[src/rtl/hyperbus_target.sv]
// HyperBus responder on the SDR view of the DDR bus: decodes the 48-bit CA,
// waits a fixed latency, then serves linear or wrapped bursts from a word array.
module hyperbus_target #(
  parameter int          DEPTH   = 256,
  parameter int          LATENCY = 6,
  parameter int          WRAP    = 16,
  parameter logic [15:0] REG_ID  = 16'h0C81
) (
  input  logic        clk,
  input  logic        rst_n,
  input  logic        cs_n,
  input  logic [15:0] dq_i,
  input  logic [1:0]  rwds_i,
  output logic [15:0] dq_o,
  output logic [1:0]  rwds_o,
  output logic        dq_oe,
  output logic        rwds_oe
);

  localparam int            AW        = $clog2(DEPTH);
  localparam int            CW        = $clog2(LATENCY) + 1;
  localparam logic [AW-1:0] WRAP_MASK = AW'(WRAP - 1);
  localparam logic [AW-1:0] ADDR_ONE  = AW'(1);
  localparam logic [AW-1:0] ADDR_ZERO = AW'(0);
  localparam logic [CW-1:0] LAT_LOAD  = CW'(LATENCY - 1);
  localparam logic [CW-1:0] LAT_ONE   = CW'(1);
  localparam logic [CW-1:0] LAT_ZERO  = CW'(0);

  typedef enum logic [2:0] {
    S_IDLE = 3'd0,
    S_CA1  = 3'd1,
    S_CA2  = 3'd2,
    S_LAT  = 3'd3,
    S_RD   = 3'd4,
    S_WR   = 3'd5
  } state_e;

  state_e          state_q, state_d;
  // Holds CA[47:16]; CA[15:0] only contributes the low address bits, which go straight into addr_q.
  logic [31:0]     ca_q, ca_d;
  logic [CW-1:0]   lat_q, lat_d;
  logic [AW-1:0]   addr_q, addr_d;
  logic            hi_q, hi_d;
  logic [15:0]     dq_d;
  logic [1:0]      rwds_d;
  logic            dq_oe_d, rwds_oe_d;

  logic [15:0]     mem_q [DEPTH];

  logic            is_read_s, is_reg_s, is_lin_s;
  logic [31:0]     wa_s;
  logic [15:0]     rd_word_s;
  logic            wr_en_s;

  assign is_read_s = ca_q[31];
  assign is_reg_s  = ca_q[30];
  assign is_lin_s  = ca_q[29];
  assign wa_s      = {ca_q[28:0], dq_i[2:0]};
  assign wr_en_s   = (state_q == S_WR) && !cs_n && !is_reg_s;

  function automatic logic [AW-1:0] next_addr(input logic [AW-1:0] a, input logic lin);
    logic [AW-1:0] inc;
    inc = a + ADDR_ONE;
    if (lin) begin
      next_addr = inc;
    end else begin
      next_addr = (a & ~WRAP_MASK) | (inc & WRAP_MASK);
    end
  endfunction

  // Word presented for the next read beat: register space or array.
  always_comb begin
    if (is_reg_s) begin
      rd_word_s = ((addr_q == ADDR_ZERO) && !hi_q) ? REG_ID : 16'h0000;
    end else begin
      rd_word_s = mem_q[addr_q];
    end
  end

  // State register.
  always_ff @(posedge clk or negedge rst_n) begin
    if (!rst_n) begin
      state_q <= S_IDLE;
    end else begin
      state_q <= state_d;
    end
  end

  // Next-state logic; cs_n high always returns to IDLE.
  always_comb begin
    state_d = state_q;
    case (state_q)
      S_IDLE:  state_d = cs_n ? S_IDLE : S_CA1;
      S_CA1:   state_d = cs_n ? S_IDLE : S_CA2;
      S_CA2:   state_d = cs_n ? S_IDLE : S_LAT;
      S_LAT: begin
        if (cs_n) begin
          state_d = S_IDLE;
        end else if (lat_q == LAT_ZERO) begin
          state_d = is_read_s ? S_RD : S_WR;
        end else begin
          state_d = S_LAT;
        end
      end
      S_RD:    state_d = cs_n ? S_IDLE : S_RD;
      S_WR:    state_d = cs_n ? S_IDLE : S_WR;
      default: state_d = S_IDLE;
    endcase
  end

  // Output values registered for the state being entered.
  always_comb begin
    dq_d      = 16'h0000;
    rwds_d    = 2'b00;
    dq_oe_d   = 1'b0;
    rwds_oe_d = 1'b0;
    case (state_d)
      S_CA1, S_CA2, S_LAT: begin
        rwds_oe_d = 1'b1;
      end
      S_RD: begin
        dq_d      = rd_word_s;
        rwds_d    = 2'b10;
        dq_oe_d   = 1'b1;
        rwds_oe_d = 1'b1;
      end
      default: begin
        dq_d      = 16'h0000;
        rwds_oe_d = 1'b0;
      end
    endcase
  end

  // CA capture, latency count and burst address sequencing.
  always_comb begin
    ca_d   = ca_q;
    lat_d  = lat_q;
    addr_d = addr_q;
    hi_d   = hi_q;
    case (state_q)
      S_IDLE: begin
        if (!cs_n) begin
          ca_d[31:16] = dq_i;
        end else begin
          ca_d = ca_q;
        end
      end
      S_CA1: begin
        if (!cs_n) begin
          ca_d[15:0] = dq_i;
        end else begin
          ca_d = ca_q;
        end
      end
      S_CA2: begin
        if (!cs_n) begin
          lat_d  = LAT_LOAD;
          addr_d = wa_s[AW-1:0];
          hi_d   = (wa_s >> AW) != 32'd0;
        end else begin
          lat_d = lat_q;
        end
      end
      S_LAT: begin
        if (cs_n) begin
          lat_d = lat_q;
        end else if (lat_q != LAT_ZERO) begin
          lat_d = lat_q - LAT_ONE;
        end else if (is_read_s) begin
          // First word is registered now, so the pointer moves one beat ahead.
          addr_d = next_addr(addr_q, is_lin_s);
        end else begin
          addr_d = addr_q;
        end
      end
      S_RD, S_WR: begin
        if (!cs_n) begin
          addr_d = next_addr(addr_q, is_lin_s);
        end else begin
          addr_d = addr_q;
        end
      end
      default: begin
        ca_d = ca_q;
      end
    endcase
  end

  // Datapath and output registers.
  always_ff @(posedge clk or negedge rst_n) begin
    if (!rst_n) begin
      ca_q    <= 32'd0;
      lat_q   <= LAT_ZERO;
      addr_q  <= ADDR_ZERO;
      hi_q    <= 1'b0;
      dq_o    <= 16'h0000;
      rwds_o  <= 2'b00;
      dq_oe   <= 1'b0;
      rwds_oe <= 1'b0;
    end else begin
      ca_q    <= ca_d;
      lat_q   <= lat_d;
      addr_q  <= addr_d;
      hi_q    <= hi_d;
      dq_o    <= dq_d;
      rwds_o  <= rwds_d;
      dq_oe   <= dq_oe_d;
      rwds_oe <= rwds_oe_d;
    end
  end

  // Array write with per-byte masking; contents are deliberately not reset.
  always_ff @(posedge clk) begin
    if (wr_en_s) begin
      if (!rwds_i[1]) begin
        mem_q[addr_q][15:8] <= dq_i[15:8];
      end
      if (!rwds_i[0]) begin
        mem_q[addr_q][7:0] <= dq_i[7:0];
      end
    end
  end

endmodule

[config.mk]
export PLATFORM = sky130hd
export DESIGN_NAME = hyperbus_target
export DESIGN_NICKNAME = d
export VERILOG_FILES = /design/src/rtl/hyperbus_target.sv
export SDC_FILE = /design/constraint.sdc
export NUM_CORES = 2
export LEC_CHECK = 0
export CAP_MARGIN = 20
export CORE_AREA = 2 2 646 488
export DETAILED_ROUTE_END_ITERATION = 16
export DIE_AREA = 0 0 648 490
export HOLD_SLACK_MARGIN = 0.02
export PLACE_DENSITY = 0.7
export REMOVE_ABC_BUFFERS = 1
export SLEW_MARGIN = 20
export SYNTH_ARGS = -nofsm -noshare
export SYNTH_HDL_FRONTEND = slang
export SYNTH_SLANG_ARGS = --single-unit
[constraint.sdc]
create_clock -name clk -period 3.1 [get_ports clk]
set_clock_uncertainty 0.2 [all_clocks]
set_input_delay 0.465 -clock clk [delete_from_list [all_inputs] [get_ports clk]]
set_output_delay 0.465 -clock clk [all_outputs]
set_load 0.01 [all_outputs]
# Word-level counts from Yosys, hierarchy flattened
# Memories as Yosys holds them, arrays and structs flattened.
# Cells that the tools add are included.
# totals
ff_bits	68
latch_bits	0
ramBits	4096
rom_bits	0
output_inout_bits	20
elab_cells	86
n_memories	1
# classes
addsub	2
mul	0
div_mod_pow	0
order_cmp	0
n_eq_ne	15
shift	0
muxes	34
bitwise	4
reduce_logical	20
# mem_list
name	depth	word_bits	rd	rd_ports_with_merged_regs	wr	line_no	rtl
mem_q	256	16	1	0	1	48	logic [15:0] mem_q [DEPTH];
# ops
operator	count
one-hot mux 32 bit (2 select lines)	1
two-way mux 16 bit	3
two-way mux 8 bit	6
nonzero test 32 bit	1
one-hot mux 8 bit (3 select lines)	1
one-hot mux 3 bit (6 select lines)	1
equality test 3 x 2 -> 1 bit, second input constant	4
two-way mux 12 bit	1
two-way mux 3 bit	4
two-way mux 4 bit	3
inequality test 2 bit, second input constant	6
two-way mux 1 bit	10
equality test 3 bit, second input constant	3
adder 8 x 1 -> 8 bit, second input constant	1
zero test 8 bit	1
OR 8 x 4 -> 8 bit	1
one-hot mux 4 bit (2 select lines)	1
equality test 3 x 1 -> 1 bit, second input constant	2
two-way mux 2 bit	3
AND reduction 3 bit	2
AND reduction 6 bit	1
zero test 4 bit	1
AND reduction 4 bit	1
nonzero test 4 bit	1
other kinds (10)	16

# Logic depth before layout (Yosys ltp)
# depth
ltp_word	7
ltp_mapped	13

# Least setup slack after synthesis
# No wires, ideal clock.
# synth_timing
kind	register to register
start	register addr_q[0]
end	memory mem_q[132][0] (enable)
setup_ns	0.371
t_arrival_ns	2.560
required_time_ns	2.529
setup_slack_ns	-0.031
stages_incl_launch_ff	11
path_buffers	6
period_less_slack_ns	3.131
cell_sequence	dfrtp_1 > buf_6 > buf_2 > buf_4 > clkinv_1 > buf_2 > buf_1 > ha_1 > nand2_1 > buf_1 > nor2_1
# synth_lines
element	line_no	rtl
start: declaration	42	logic [AW-1:0] addr_q, addr_d;
start signal: assignment	203	addr_q <= addr_d;
end: declaration	48	
# No word-level cell before the write port.

# Final worst setup path
# layout_timing
start	register addr_q[1]
end	register dq_o[12]
# layout_between
elab_chain_cells	3
# layout_rtl
element	line_no	rtl
memory (256 x 16 bit)	n/a	
two-way mux 16 bit	73	if (is_reg_s) begin
two-way mux 16 bit	117	case (state_d)
via dq_d[12]	44	logic [15:0] dq_d;
end signal: assignment	205	dq_o <= dq_d;
end: declaration	14	output logic [15:0] dq_o,
# The timed path passes the listed nets, and every way through them passes these cells.
# A chain may end at the register's enable or synchronous reset.

==> impl_metrics.py <==
metrics = {
    "critical_path": {
        "worstPathArrival_ns": 4.15,
        "end_kind": "register",
        "r2r_end": "dq_o[12]",
        "path_cells": "buf_8, buf_12, buf_12, buf_4, mux4_2, a22oi_2, a21oi_2, nor4_4, buf_4, o22a_1, a31oi_1",
        "cp.buffers_inverters": 5,
        "worst_path_max_delay_cell": "nor4_4",
        "critPathLaunchType": "register",
        "r2r_start": "addr_q[1]",
        "critical_path.max_stage_delay_ns": 0.62,
        "required_ns": 3.72,
        "rr_worst_depth": 11,
        "r2r_slack_ns": -0.43,
        "cp_top_family": "buffers and inverters",
        "worst-setup-path-type": "register to register",
        "crit_fanout": 16,
    },
    "floorplanning": {
        "initial_utilization_pct": 51.7,
        "die_x_um": 648,
        "placementRows": 178,
        "fp.coreArea_um2": 312000,
        "fp.dieArea_um2": 318000,
        "io_pins": 41,
        "die_h_um": 490,
    },
    "yosys": {
        "synth.avg_cell_area_um2": 21.4,
        "yosysMostFrequentCell": "edfxtp_1",
        "yosysTopAreaCell": "edfxtp_1",
        "syn_inst": 7547,
        "yosys.cell_types.count": 64,
        "syn_area_um2": 161000,
        "ys.flop_type": "edfxtp_1",
        "ys_seq_elements": 4162,
        "synth_area_leaders": "edfxtp_1 76%, mux4_2 14%, mux2i_1 1.5%",
        "synth_top_area_share_pct": 76.3,
        "synth_edf_count": 4096,
        "yosys_warnings": 0,
        "synth_common_cells": "4096 x edfxtp_1, 1016 x mux4_2, 560 x nor2_1, 281 x nand2_1, 247 x mux2i_1",
        "synthArstFlopShare_pct": 1.59,
        "ys_seq_area_share_pct": 77.3,
    },
    "timing": {
        "slew_headroom_pct": 20.7,
        "worstMarginPinSlew_ns": 1.19,
        "setup_viol": 1014,
        "hold_viol_final": 0,
        "fmax_ghz": 0.283,
        "fin_crit_ns": 3.53,
        "hold_ws_ns": 0.0426,
        "rsz0062_at_grt": "true",
        "slew_violations": 0,
        "timing.final.ws_setup_ns": -0.434,
        "min_period_over_period_pct": 114,
    },
    "worst_hold_path": {
        "holdCritStartpoint": "dq_i[0]",
        "holdPathStages": 1,
        "hold_path_class": "input port to register",
        "hold_end": "mem_q[168][0]",
    },
    "routing": {
        "wire_per_inst_um": 34.6,
        "drtPass1Iterations": 6,
        "highest_layer": "met5",
        "wl_um": 473000,
        "wl_met2_um": 209000,
        "wl_met3_um": 73000,
        "ant_nets": 0,
        "drc": 0,
        "drt_iter0_markers": 15700,
        "via_per_inst": 6.55,
        "vias": 89400,
        "wl_met1_um": 174000,
    },
    "global_route": {
        "grt_usage_pct": 29.3,
        "antenna_found_initial": 20,
        "grt_pass1_wl_um": 657000,
        "grt_pass1_vias": 86500,
        "overflow": 0,
        "grt_max_degree": 129,
    },
    "finish": {
        "finalNetCount": 9217,
        "drive_gt1_share_pct": 38.7,
        "area_growth_syn_to_layout_pct": 21.5,
        "final_area_um2": 196000,
    },
    "power_and_ir_drop": {
        "power_switching_mw": 54.6,
        "p_leak_nw": 64.8,
        "p_int_mw": 116,
        "vdd_drop_max_uv": 698,
        "p_clk_share_pct": 28.5,
        "powerDensity_nw_per_um2": 873,
        "power.share.combinational_pct": 35.0,
        "switching_share_pct": 31.9,
        "pwr-share-seq_pct": 36.5,
    },
    "run_status": {
        "status": "complete, but fails checks",
        "failed_checks": "negative setup slack",
    },
    "cts": {
        "cts_root_buffer": "clkbuf_16",
        "clkTransAtPathRegs_ns": 0.06,
        "clk_path_buf_depth": 4,
        "cts_tree": "built",
        "htree_levels": 5,
        "cts_num_sinks": 4162,
        "clk_latency_ns": 0.94,
        "numCtsBuffers": 384,
    },
    "place": {
        "detailedPlacementHpwl_um": 301000,
        "post-place-ws_ns": -0.932,
        "port_buffers": 39,
        "place_area_um2": 179000,
        "place.gp.congestion": 0.920,
    },
    "run": {
        "max-cap-violations": 0,
    },
}
[repair_timing]
action	4_1_cts	5_1_grt
gates cloned	12	16
setup endpoints to repair	2810	932
hold buffers	12	0
endpoints found under the hold margin	432	0
buffers inserted	35	85
resized for setup	312	318
pin swaps	23	63
[worst max path at each step]
stage                     slack (ns)  cells after the start      start            end
after CTS                      -0.27                     12  addr_q[0]       dq_o[13]
after global placement         -1.16                     10  addr_q[0]       dq_o[12]
after detailed placement       -0.93                     10  addr_q[0]        dq_o[0]
after global routing           -0.42                     11  addr_q[1]       dq_o[12]
after floorplan               -39.84                      4  addr_q[0]  mem_q[102][0]
final                          -0.43                     11  addr_q[1]       dq_o[12]
[cell families after synthesis]
kind of cell	after synthesis	share of synthesized area, %
muxes	1308	16.0
and+or+nand+nor	1050	2.71
buffers and inverters	481	1.52
adders and majority gates	5	0.0388
other	1	0.00233
DFF	4162	77.3
AOI/OAI and AO/OA	540	2.38
[registers in the layout (all words and copies together) (netlist names)]
| signal | cells |
|---|---|
| rwds_o | 1 |
| lat_q | 4 |
| ca_q | 32 |
| addr_q | 8 |
| state_q | 3 |
| rwds_oe | 1 |
| dq_o | 16 |
| hi_q | 1 |
| mem_q | 4096 |
[metal layers]
| layer | vias up | global-route usage [%] |
|---|---|---|
| li1 | 34900 | - |
| met1 | 46500 | 43.7 |
| met2 | 7110 | 42.3 |
| met3 | 948 | 8.44 |
| met4 | 20 | 8.98 |
| met5 | - | 0 |
[power groups by stage]
stage / clock network, mW / logic [mW] / registers (mW)
after floorplan: 0 / 11.7 / 64.4
after global placement: 0 / 51.6 / 63.6
after detailed placement: 0 / 52.1 / 63.6
after CTS: 49.1 / 55.4 / 62.4
after global routing: 51.1 / 60.9 / 62.4
final: 48.8 / 59.8 / 62.4
[final cells by class]
type / instances / area (um^2)
Clock inverter: 238 / 2700
Sequential cell: 4162 / 125000
Timing Repair Buffer: 1729 / 17000
Antenna cell: 11 / 27.5
Multi-Input combinational cell: 2905 / 36100
Fill cell: 20300 / 116000
Inverter: 9 / 50.0
Clock buffer: 458 / 10100
Tap cell: 4140 / 5180
[cell usage in the layout (no fill, tap or decap), types with 59 or more instances in the layout]
cell type	n
buf_4	1337
clkinv_2	68
mux2i_1	233
clkbuf_1	64
buf_12	191
nand3_1	65
clkbuf_16	409
nand2_1	261
nor2_2	105
a21oi_1	74
clkinv_1	77
nor2_1	397
a22oi_1	149
dfrtp_1	59
edfxtp_1	4096
buf_6	76
mux4_2	1016
[stage by stage]
| stage | TNS, ns | utilization, % | power [mW] | std cells |
|---|---|---|---|---|
| 6_report | -41.26 | 62.9 | 171 | 13700 |
| 5_1_grt | -31.66 | 62.8 | 174 | 13600 |
| 3_3_place_gp | -667.07 | 57.3 | 115 | 12800 |
| 3_5_place_dp | -604.82 | 57.3 | 116 | 12800 |
| 4_1_cts | -4.75 | 62.1 | 167 | 13500 |
| 2_1_floorplan | - | - | 76.1 | 7075 |
(Power assumes the default switching activity.)
